File: src/rtl/boot_loader_if.sv
// rtl/boot_loader_if.sv - byte stream, memory write port and status bundle of the boot loader
interface boot_loader_if;
    logic        byte_valid;
    logic [7:0]  byte_data;
    logic        byte_ready;
    logic [31:0] mem_addr;
    logic [31:0] mem_datain;
    logic        mem_wr;
    logic        cpu_hold;
    logic        busy;
    logic        done;
    logic        error;

    modport master (
        output byte_valid, byte_data,
        input  byte_ready, mem_addr, mem_datain, mem_wr,
        input  cpu_hold, busy, done, error
    );

    modport slave (
        input  byte_valid, byte_data,
        output byte_ready, mem_addr, mem_datain, mem_wr,
        output cpu_hold, busy, done, error
    );
endinterface

File: src/rtl/boot_loader.sv
// rtl/boot_loader.sv - receives a program image byte stream, writes it to memory, then releases the CPU
module boot_loader #(
    parameter logic [31:0] BASE_ADDR = 32'd0,
    parameter int          MAX_WORDS = 56,
    parameter int          TIMEOUT   = 1000
) (
    input  logic         clk,
    input  logic         rst,
    boot_loader_if.slave bus
);
    localparam int          TW      = $clog2(TIMEOUT + 1);
    localparam logic [15:0] W_MAX   = 16'(MAX_WORDS);
    localparam logic [TW-1:0] W_TLAST = TW'(TIMEOUT - 1);

    typedef enum logic [2:0] {
        S_HDR0, S_HDR1, S_DATA, S_WRITE, S_CHK, S_DONE, S_ERR
    } state_t;

    state_t        r_state;
    logic [15:0]   r_n;
    logic [15:0]   r_words;
    logic [1:0]    r_idx;
    logic [23:0]   r_word;
    logic [7:0]    r_csum;
    logic [TW-1:0] r_tmo;
    logic          r_byte_ready;
    logic          r_mem_wr;
    logic [31:0]   r_mem_addr;
    logic [31:0]   r_mem_datain;
    logic          r_cpu_hold;
    logic          r_busy;
    logic          r_done;
    logic          r_error;

    logic          w_accept;
    logic [15:0]   w_n_full;
    logic          w_waiting;

    assign w_accept  = bus.byte_valid && r_byte_ready;
    assign w_n_full  = {r_n[15:8], bus.byte_data};
    assign w_waiting = (r_state == S_HDR1) || (r_state == S_DATA) || (r_state == S_CHK);

    always_ff @(posedge clk or negedge rst) begin
        if (!rst) begin
            r_state      <= S_HDR0;
            r_n          <= '0;
            r_words      <= '0;
            r_idx        <= '0;
            r_word       <= '0;
            r_csum       <= '0;
            r_tmo        <= '0;
            r_byte_ready <= 1'b0;
            r_mem_wr     <= 1'b0;
            r_mem_addr   <= BASE_ADDR;
            r_mem_datain <= '0;
            r_cpu_hold   <= 1'b1;
            r_busy       <= 1'b0;
            r_done       <= 1'b0;
            r_error      <= 1'b0;
        end else begin
            r_mem_wr <= 1'b0;
            case (r_state)
                S_HDR0: begin
                    // ready is held low only for the first cycle out of reset
                    r_byte_ready <= 1'b1;
                    if (w_accept) begin
                        r_n[15:8] <= bus.byte_data;
                        r_busy    <= 1'b1;
                        r_state   <= S_HDR1;
                    end
                end
                S_HDR1: begin
                    if (w_accept) begin
                        r_tmo    <= '0;
                        r_n[7:0] <= bus.byte_data;
                        if (w_n_full > W_MAX) begin
                            r_state      <= S_ERR;
                            r_byte_ready <= 1'b0;
                            r_busy       <= 1'b0;
                            r_error      <= 1'b1;
                        end else if (w_n_full == 16'd0) begin
                            r_state <= S_CHK;
                        end else begin
                            r_state <= S_DATA;
                        end
                    end
                end
                S_DATA: begin
                    if (w_accept) begin
                        r_tmo  <= '0;
                        r_idx  <= r_idx + 2'd1;
                        r_word <= {r_word[15:0], bus.byte_data};
                        r_csum <= r_csum ^ bus.byte_data;
                        if (r_idx == 2'd3) begin
                            r_state      <= S_WRITE;
                            r_byte_ready <= 1'b0;
                            r_mem_wr     <= 1'b1;
                            r_mem_datain <= {r_word, bus.byte_data};
                        end
                    end
                end
                S_WRITE: begin
                    r_tmo        <= '0;
                    r_mem_addr   <= r_mem_addr + 32'd4;
                    r_words      <= r_words + 16'd1;
                    r_byte_ready <= 1'b1;
                    r_state      <= (r_words + 16'd1 == r_n) ? S_CHK : S_DATA;
                end
                S_CHK: begin
                    if (w_accept) begin
                        r_tmo        <= '0;
                        r_byte_ready <= 1'b0;
                        r_busy       <= 1'b0;
                        if (bus.byte_data == r_csum) begin
                            r_state    <= S_DONE;
                            r_done     <= 1'b1;
                            r_cpu_hold <= 1'b0;
                        end else begin
                            r_state <= S_ERR;
                            r_error <= 1'b1;
                        end
                    end
                end
                S_DONE: r_byte_ready <= 1'b0;
                S_ERR:  r_byte_ready <= 1'b0;
                default: begin
                    r_state      <= S_ERR;
                    r_byte_ready <= 1'b0;
                    r_busy       <= 1'b0;
                    r_error      <= 1'b1;
                end
            endcase

            // idle watchdog; overrides the case only when nothing was accepted
            if (w_waiting && !w_accept) begin
                if (r_tmo == W_TLAST) begin
                    r_state      <= S_ERR;
                    r_byte_ready <= 1'b0;
                    r_busy       <= 1'b0;
                    r_error      <= 1'b1;
                end else begin
                    r_tmo <= r_tmo + 1'b1;
                end
            end
        end
    end

    assign bus.byte_ready = r_byte_ready;
    assign bus.mem_wr     = r_mem_wr;
    assign bus.mem_addr   = r_mem_addr;
    assign bus.mem_datain = r_mem_datain;
    assign bus.cpu_hold   = r_cpu_hold;
    assign bus.busy       = r_busy;
    assign bus.done       = r_done;
    assign bus.error      = r_error;
endmodule

File: src/flat_wrapper.sv
// flat-port wrapper written by rule: the top's interface ports become plain ports
module boot_loader_flat 
#(
    parameter logic [31:0] BASE_ADDR = 32'd0,
    parameter int          MAX_WORDS = 56,
    parameter int          TIMEOUT   = 1000
)
  (clk, rst, bus_byte_valid, bus_byte_data, bus_byte_ready, bus_mem_addr, bus_mem_datain, bus_mem_wr, bus_cpu_hold, bus_busy, bus_done, bus_error);
  boot_loader_if bus_i ();
  input  logic clk;
  input  logic rst;
  input wire logic [$bits(bus_i.byte_valid)-1:0] bus_byte_valid;
  input wire logic [$bits(bus_i.byte_data)-1:0] bus_byte_data;
  output wire logic [$bits(bus_i.byte_ready)-1:0] bus_byte_ready;
  output wire logic [$bits(bus_i.mem_addr)-1:0] bus_mem_addr;
  output wire logic [$bits(bus_i.mem_datain)-1:0] bus_mem_datain;
  output wire logic [$bits(bus_i.mem_wr)-1:0] bus_mem_wr;
  output wire logic [$bits(bus_i.cpu_hold)-1:0] bus_cpu_hold;
  output wire logic [$bits(bus_i.busy)-1:0] bus_busy;
  output wire logic [$bits(bus_i.done)-1:0] bus_done;
  output wire logic [$bits(bus_i.error)-1:0] bus_error;
  assign bus_i.byte_valid = bus_byte_valid;
  assign bus_i.byte_data = bus_byte_data;
  assign bus_byte_ready = bus_i.byte_ready;
  assign bus_mem_addr = bus_i.mem_addr;
  assign bus_mem_datain = bus_i.mem_datain;
  assign bus_mem_wr = bus_i.mem_wr;
  assign bus_cpu_hold = bus_i.cpu_hold;
  assign bus_busy = bus_i.busy;
  assign bus_done = bus_i.done;
  assign bus_error = bus_i.error;
  boot_loader #(.BASE_ADDR(BASE_ADDR), .MAX_WORDS(MAX_WORDS), .TIMEOUT(TIMEOUT)) u_core (.clk(clk), .rst(rst), .bus(bus_i));
endmodule
File: config.mk
export PLATFORM = sky130hd
export DESIGN_NAME = boot_loader_flat
export DESIGN_NICKNAME = d
export VERILOG_FILES = /design/src/rtl/boot_loader_if.sv /design/src/rtl/boot_loader.sv /design/src/flat_wrapper.sv
export SDC_FILE = /design/constraint.sdc
export NUM_CORES = 1
export LEC_CHECK = 0
export CORE_MARGIN = 8
export CORE_UTILIZATION = 45
export DETAILED_ROUTE_END_ITERATION = 8
export GPL_TIMING_DRIVEN = 0
export PLACE_DENSITY = 0.77
export SETUP_SLACK_MARGIN = 0.3
export SYNTH_ARGS = -nofsm -noshare
export SYNTH_HDL_FRONTEND = slang
export SYNTH_SLANG_ARGS = --single-unit
File: constraint.sdc
create_clock -name clk -period 4.9 [get_ports clk]
set_clock_uncertainty 0.05 [all_clocks]
set_input_delay 0.98 -clock clk [delete_from_list [all_inputs] [get_ports clk]]
set_output_delay 0.98 -clock clk [all_outputs]
set_load 0.005 [all_outputs]
==> results of run 1 <==
## worst max-delay path by stage
stage / to / slack (ns)
final: u_core.bus.mem_datain[2] / 2.10
after global placement: u_core.bus.mem_datain[21] / -3.06
after detailed placement: u_core.bus.mem_datain[4] / 1.69
after global routing: u_core.r_state[1] / 1.96
after CTS: u_core.bus.mem_datain[2] / 2.13
after floorplan: u_core.bus.mem_datain[10] / 2.56
## area by class of cell
cell class / instances / area, um2
clock buffers: 20 / 467
flip-flops and latches: 147 / 3680
multi-input cells: 461 / 3030
repair buffers: 79 / 810
plain buffers: 24 / 121
inverters: 10 / 37.5
fillers: 1208 / 6500
well taps: 188 / 235
clock inverters: 12 / 153
## power groups by stage
stage,combinational [mW],sequential [mW],clock [mW]
after detailed placement,1.03,1.80,0
final,1.03,1.78,1.35
after floorplan,0.578,1.74,0
after global placement,1.00,1.78,0
after global routing,1.15,1.82,1.42
after CTS,1.04,1.78,1.37
## critical path, delay by kind of cell
| family | cells | cell delay (ns) |
|---|---|---|
| multiplexers | 1 | 0.34 |
| AND/OR/NAND/NOR | 3 | 0.83 |
| buffers and inverters | 3 | 0.88 |
## metrics by stage
stage,cell area [um2],hold WS [ns],TNS [ns],utilization [%]
6_report,8530,0.422,0,56.8
3_5_place_dp,7910,0.407,0,52.6
3_3_place_gp,7880,0.403,-446.23,52.4
5_1_grt,8530,0.433,0,56.8
4_1_cts,8530,0.424,0,56.8
2_1_floorplan,6870,0.389,0,-
## cells in the mapped netlist (all sizes together) (2+ instances only)
master	n
a21oi	8
o21a	2
buf	12
inv	10
and3	10
xnor2	59
nor2	36
nor2b	7
a31oi	2
xor2	26
a21o	2
dfrtp	146
a211oi	3
mux2	48
nand3	25
and2	2
nand2	122
nor3	17
clkbuf	12
nand4	15
or2	6
o2111ai	2
ha	4
o211ai	3
nor3b	2
a22oi	2
and4	5
nand2b	5
or3	5
o21ai	16
nor4	7
## kinds of logic after synthesis
kind of cell / after synthesis / share of synthesized area, %
and+or+nand+nor: 268 / 19.3
DFF: 147 / 53.6
xor gates and xnor gates: 85 / 10.8
AOI/OAI and AO/OA: 53 / 5.14
muxes: 48 / 7.87
buffers and inverters: 34 / 2.31
adders and majority gates: 5 / 0.875
other: 1 / 0.0546
## sequential cells by signal (all words and copies together) (netlist names)
signal,flops
u_core.r_csum,8
u_core.r_state,3
u_core.bus.done,1
u_core.bus.mem_addr,30
u_core.bus.busy,1
u_core.r_n,16
u_core.r_idx,2
u_core.r_words,16
u_core.r_word,24
u_core.bus.error,1
u_core.bus.mem_datain,32
u_core.r_tmo,10
u_core.bus.byte_ready,1
u_core.bus.mem_wr,1
u_core.bus.cpu_hold,1
## cell usage in the layout (no fill, tap or decap), drive strengths merged, types with 8 or more instances in the layout
master         instances
nand3                 25
dfrtp                146
nand4                 15
nor2                  36
mux2                  48
and3                  10
buf                   14
a21oi                  8
nand2                122
inv                   12
clkbuf                32
nor3                  17
xnor2                 59
clkdlybuf4s50         77
o21ai                 16
xor2                  26
## routing by layer
layer	routed length, um	up-vias
met5	0	-
met4	174	0
met3	810	20
met2	7160	127
met1	6970	2501
li1	-	2395
==> qor.txt, run 1 <==
Slew @ Worst Pin = 0.710 ns
Die H = 140 um
Synth top area cells = dfrtp_1 (53%), xnor2_1 (7.5%), nand2_1 (6.6%), mux2_1 (5.2%), xor2_1 (3.3%)
Hold-fix buffers, CTS = 0
Vias per inst = 5.36
CP peak stage delay = 0.54 ns
Share of the synthesized area in the top cell type = 53.2%
Clock power share = 32.4%
Initial Util = 45.7%
Dpl ws = 1.69 ns
Sequential area share after synthesis = 53.6%
Most crowded layer after global routing = met2
Reg2reg end = u_core.r_state[1]
Max_slew headroom = 52.3%
PostCTS Resize Cnt = 0
Clock slew at reported path FFs = 0.06 ns
Placed insts = 909
Number of DRC markers in iteration 0 = 296
Largest net degree at the start of global routing = 77
Detail Placement HPWL = 10500 um
Critical Path RT = 5.15 ns
Area Overhead vs Synth = 24.3%
Worst vdd ir = 0.356 mV
Flops & latches, synth = 147
# port buffers = 78
CP startpoint = bus_byte_valid
I/O Pins = 81
Die area = 0.0195 mm2
Number of global-route vias before repair = 5064
Switching power = 1.21 mW
Via Count = 5043
Routed Antenna Nets = 0
Clock period minus worst slack = 2.80 ns
Leak Pwr = 3.91 nW
Slowest-stage cell, CP = clkdlybuf4s50_1
Area of the core = 0.0150 mm2
Max Slew Vio Count = 0
CTS sink count = 147
Combinational Power Share = 24.8%
Critical Path Sink Type = flip-flop
Ys async rst share = 100%
Die width = 140 um
GP Congestion = 0.889
Final Hold Fails = 0
Endpoints failing setup = 0
Kind of critical path = input pin to flip-flop
Drt drc = 0
Htree depth = 4
HP Class = flip-flop to flip-flop
R2R setup slack = 2.50 ns
Post-synth EDFFs = 0
Hold Startpoint = u_core.r_word[21]
Final WL = 15100 um
Post-CTS Setup Inserts = 0
RSZ-0062 raised after global routing = no
CP Max Fanout = 10
Root buf cell = clkbuf_16
Clock latency at the later pin of the worst-skew pair = 0.42 ns
Global Route Usage Sum = 16.3%
Final worst path period share = 57.2%
Top_reg_cell synth = dfrtp_1
Peak Freq = 357 MHz
GRT overflow = 0
Mean area per synthesized cell = 10.7 um2
Post-Synthesis Cells = 641
Startpoint types = input pin
Synthesized area = 0.00686 mm2
Fin nets = 755
Row count = 45
Synth Warn # = 0
Unique masters post-synth = 62
Initial antenna violation count = 0
Sw frac = 29.2%
PnR worst setup slack = 2.10 ns
Leading area contributor after synthesis = dfrtp_1
CTS Buffer Depth = 2
Total CTS buffers = 17
Drt first pass iters = 5
Antenna diodes = 0
Share of power burned in registers = 42.8%
Max-cap viol count = 0
Reg2Reg Depth = 7
Drt wl/cell = 16.1 um
Hold endpoint = u_core.r_word[21]
Cell Pwr Density = 486 mW/mm2
Hold Path Depth = 2
M3 GR Usage = 4.58%
Crit path cell chain = clkdlybuf4s50_1, inv_1, or2_1, nor3_4, nand2_2, buf_2, mux2_1
Outcome = complete, no violations
Total chip power = 4.15 mW
CP arrival = 3.05 ns
Reg2Reg Launch Point = u_core.r_words[0]
Met2 usage = 26.0%
First-pass GRT wire length = 25800 um
P_int = 2.94 mW
Layout cell share with drive strength beyond 1 = 10.5%
M1 GR Usage = 21.1%
CTS tree = done
Finished Layout Cells = 941
(Power assumes the default switching activity.)
==> run 2: changes to the inputs <==
--- a/config.mk
+++ b/config.mk
@@ -9,7 +9,7 @@
 export CORE_UTILIZATION = 45
 export DETAILED_ROUTE_END_ITERATION = 8
 export GPL_TIMING_DRIVEN = 0
-export PLACE_DENSITY = 0.77
+export PLACE_DENSITY = 0.8
 export SETUP_SLACK_MARGIN = 0.3
 export SYNTH_ARGS = -nofsm -noshare
 export SYNTH_HDL_FRONTEND = slang
==> constraint.sdc (replaced) <==
create_clock -name clk -period 2.4 [get_ports clk]
set_clock_uncertainty 0.05 [all_clocks]
set_input_delay 0.48 -clock clk [delete_from_list [all_inputs] [get_ports clk]]
set_output_delay 0.48 -clock clk [all_outputs]
set_load 0.005 [all_outputs]
==> run 2 against run 1 <==
Effect of this change: routed wire length up 1.3%; die area did not move; sequential power grew 100%; final area rose by 3.5%; first-iteration DRC count is 16% higher; sequential share of layout area shrank 1.4 points; global-route usage fell by 0.67 points; critical endpoint is now u_core.r_state[1].
==> qor.txt, run 2 (same netlist as run 1, synthesis figures left out) <==
Crit path cell chain = buf_4, nand4_1, buf_4, o21a_1, o21ai_1, nand4_1, nor4_2, buf_4, o211ai_1
Register area = 0.00368 mm2
Met2 usage = 24.2%
Setup total negative slack = 0 ns
Slew @ Worst Pin = 0.836 ns
Cell Pwr Density = 995 mW/mm2
I/O Pins = 81
Htree depth = 4
Antenna diodes = 0
Drt wl/cell = 16.0 um
Die area = 0.0195 mm2
Most crowded layer after global routing = met2
Final WL = 15300 um
CP peak stage delay = 0.40 ns
First-pass GRT wire length = 24800 um
CTS sink count = 147
Final worst path period share = 94.3%
CTS Buffer Depth = 2
Max-cap viol count = 0
Die H = 140 um
Routed Antenna Nets = 0
Slowest-stage cell, CP = dfrtp_2
Total CTS buffers = 17
Outcome = complete, no violations
Clock period minus worst slack = 2.26 ns
Hold-fix buffers, CTS = 0
Placed insts = 909
Finished Layout Cells = 955
Detail Placement HPWL = 10400 um
Largest net degree at the start of global routing = 91
Drt first pass iters = 6
Fin nets = 769
Clock slew at reported path FFs = 0.06 ns
Leak Pwr = 4.05 nW
M1 GR Usage = 20.2%
Filler cells = 1201
Layout cell share with drive strength beyond 1 = 15.8%
Startpoint types = flip-flop
Commonest non-fill, non-tap cell in the layout = dfrtp_1
Initial antenna violation count = 0
Initial Util = 45.7%
Commonest non-fill, non-tap cells in the layout = dfrtp_1 (144), nand2_1 (120), clkdlybuf4s50_1 (74)
Critical Path Sink Type = flip-flop
Endpoints failing setup = 0
Cell repeated most along the worst path = buf_4
RSZ-0062 raised after global routing = yes
Clock latency at the later pin of the worst-skew pair = 0.42 ns
Area Overhead vs Synth = 28.6%
Worst vdd ir = 0.767 mV
Final Hold Fails = 0
Number of DRC markers in iteration 0 = 343
Multi-input logic area = 0.00317 mm2
Area of the core = 0.0150 mm2
GRT overflow = 0
Max_slew headroom = 44.3%
Row count = 45
CP Max Fanout = 4
Die width = 140 um
CTS tree = done
CP arrival = 2.49 ns
Kind of critical path = flip-flop to flip-flop
HP Class = input pin to async pin
Root buf cell = clkbuf_16
# port buffers = 78
Drt drc = 0
Critical Path RT = 2.63 ns
Number of global-route vias before repair = 4949
Max Slew Vio Count = 0
Via Count = 5093
Largest register FFs = 32
Global Route Usage Sum = 15.6%
M3 GR Usage = 4.51%
Vias per inst = 5.33
Peak Freq = 442 MHz
GP Congestion = 0.869
run 2: layout make-up:
class,instances,area share [%]
clock buffer,22,5.37
timing repair buffer,93,10.4
inverter,10,0.425
buffer,24,1.67
sequential,147,41.7
multi-input combinational,461,35.9
clock inverter,10,1.91
tap,188,2.66
run 2: worst paths after layout:
check                                  start                         to  slack, ns  depth (start not counted)
min reg2reg                u_core.r_word[18]          u_core.r_word[18]       0.42                          2
max reg2reg                u_core.r_words[0]          u_core.r_state[1]       0.14                          9
max                        u_core.r_words[0]          u_core.r_state[1]       0.14                          9
max in group asynchronous                rst  u_core.bus.mem_datain[18]       1.45                          2
min                                      rst     u_core.bus.mem_addr[3]       0.09                          1
min in group clk           u_core.r_word[18]          u_core.r_word[18]       0.42                          2
run 2: where the power goes:
part,switching (mW),total (mW),internal [mW]
Combinational,1.02,2.30,1.28
Clock,1.02,2.85,1.84
Sequential,0.505,3.63,3.12
run 2: worst max-delay path: cells and delay by family, from the launching register on:
kind / cells / cell delay, ns
simple gates: 3 / 0.71
buf+inv: 3 / 0.53
compound gates: 3 / 0.42
flops: 1 / 0.40
run 2: repair_timing:
action / 4_1_cts / 5_1_grt
setup buffers: 2 / 12
resized for setup: 19 / 31
pin swaps: 3 / 14
endpoints found under the setup margin: 55 / 65
run 2: metrics by stage:
stage / utilization, % / total power, mW / instance area, um2 / hold slack, ns / setup slack (ns)
after floorplan: - / 4.74 / 6870 / 0.134 / 0.397
after global placement: 52.4 / 5.68 / 7880 / 0.405 / -5.03
after detailed placement: 52.6 / 5.75 / 7910 / 0.406 / -0.282
after CTS: 57.3 / 8.72 / 8620 / 0.114 / 0.277
after global routing: 58.7 / 9.27 / 8830 / 0.157 / 0.111
final: 58.7 / 8.79 / 8830 / 0.0909 / 0.137
run 2: per-layer routing:
| metal | wire length [um] | vias to the layer above |
|---|---|---|
| met1 | 7070 | 2490 |
| met3 | 861 | 25 |
| met2 | 7110 | 153 |
| li1 | - | 2425 |
| met5 | 0 | - |
| met4 | 268 | 0 |
==> variant, RTL diff (config.mk and constraints of run 2) <==
Reset style: synchronous (`rst`), changed in one clocked block.
--- a/src/rtl/boot_loader.sv
+++ b/src/rtl/boot_loader.sv
@@ -40,7 +40,7 @@
     assign w_n_full  = {r_n[15:8], bus.byte_data};
     assign w_waiting = (r_state == S_HDR1) || (r_state == S_DATA) || (r_state == S_CHK);
 
-    always_ff @(posedge clk or negedge rst) begin
+    always_ff @(posedge clk) begin
         if (!rst) begin
             r_state      <= S_HDR0;
             r_n          <= '0;
Formal check against the unedited RTL: differs if rst is asserted again (counterexample within 4 cycles, from zero or initial values and one cycle with rst low); with rst held inactive, the same outputs for 10 cycles.
==> variant against run 2 <==
- hold slack better by 0.29 ns
- first-iteration DRC count is 5.2% higher
- final cell count is 13% higher
- worst setup slack better by 0.23 ns
- sequential cell count stayed put
- design area is 6.6% lower
- routed wire length is 3.5% higher
- area after synthesis is 3.4% lower
- non-clock buffer count is 7 higher
- critical path type unchanged
- highest routed layer unchanged
Power is not compared: it rests on default switching activity, and its combinational part moved more than twofold at a synthesized area within 25%.
==> variant: results (changes against run 2) <==
[status]
status=finished clean  ; unchanged

[route]
firstDrtPassIters=5  ; was 6
wl_met3_microns=1111  ; was 861 microns
met1_length_microns=7272  ; was 7070 microns
via_per_inst=5.343  ; was 5.333
wl_met2_microns=7206  ; was 7110 microns
wl_per_cell_microns=14.69  ; was 16.03 microns
wl_microns=15850  ; was 15,310 microns

[synth]
synth_area_leaders=dfxtp_1 (44%), nand2_1 (9.2%), xor2_1 (7.0%)  ; was dfrtp_1 (53%), xnor2_1 (7.5%), nand2_1 (6.6%)
synth_mux_area_share_pct=2.416  ; was 7.875%
synth-compound-area-share_pct=11.84  ; was 5.140%
synth_xor_area_share_pct=10.42  ; was 10.85%
syn_inst=788  ; was 641
ys.flop_type=dfxtp_1  ; was dfrtp_1
async_reset_ff_share_pct=0  ; was 100.0%
seq_area_frac_synth_pct=44.40  ; was 53.61%

[placed_design]
gp_congestion=0.8795  ; was 0.8687
hpwl_microns=11250  ; was 10,450 microns
io_buffers=74  ; was 78
place_ws_ns=-0.3665  ; was -0.2820 ns
dp.cells=1047  ; was 909
place_area_sq_um=7602  ; was 7913 sq um

[critical_path]
critPathCapture=u_core.r_state[2]$_SDFF_PN0_  ; was u_core.r_state[1]$_DFF_PN0_
r2r_cells=7  ; was 9
timing.critical_path.from=u_core.r_words[0]$_SDFFE_PN0P_  ; was u_core.r_words[0]$_DFFE_PN0P_
crit_path_max_fanout=6  ; was 4
critPathArrivalTime_ns=2.35  ; was 2.49 ns
crit_path_max_incr_delay_ns=0.43  ; was 0.40 ns
cp_slowest_cell=dfxtp_2  ; was dfrtp_2

[clock_tree]
htreeDepth=4  ; unchanged
post_cts_buffers=0  ; was 2
cts_buffer_depth=2  ; unchanged

[finish]
antenna_cells=0  ; unchanged
seq_area_sq_um=2945  ; was 3682 sq um
n_fill_cell=1292  ; was 1,201
drive_gt1_share_pct=10.39  ; was 15.78%
nNetsFinal=897  ; was 769

[global_route]
use_met1_pct=22.16  ; was 20.19%
grt_pass1_wl_microns=26250  ; was 24,830 microns
use_met3_pct=5.252  ; was 4.514%
gr-usage-all-layers_pct=17.36  ; was 15.59%
first_global_vias=5444  ; was 4,949
grt_max_degree=17  ; was 91
grt_use_met2_pct=27.03  ; was 24.24%

[worst_hold_path]
hp-class=input pin to flip-flop  ; was input pin to async pin

[sta]
fin_ws_ns=0.3695  ; was 0.1372 ns
relSlewSlack_pct=53.77  ; was 44.27%

[power]
power_leakage_nw=2.996

## variant: cell types whose count changed in the layout (fill, tap and decap cells not counted), sizes merged, moves of 16 or more
cell	before	now
nor2	36	80
a21oi	8	74
xor2	26	54
dfxtp	0	147
dfrtp	146	0
mux2i	0	16
nand2	122	162
mux2	48	0
xnor2	59	24
## variant: final cells by class
type,instances,share of cell area (%)
inverter,9,0.4095
clock buffer,18,5.323
clock inverter,14,1.608
buffer,50,3.124
multi-input combinational,583,42.01
timing repair buffer,74,9.039
tap,184,2.790
sequential,147,35.70
## variant: metrics by stage
step	total power, mW	hold slack [ns]
after floorplan	2.728	0.3821
after global placement	2.812	0.3911
after detailed placement	2.817	0.3968
after CTS	5.395	0.3636
after global routing	5.547	0.3939
final	5.352	0.3767
## variant: timing repair
item	4_1_cts	5_1_grt
gates resized for setup	8	13
endpoints found under the hold margin	0	0
setup endpoints to repair	33	43
hold buffers	0	0
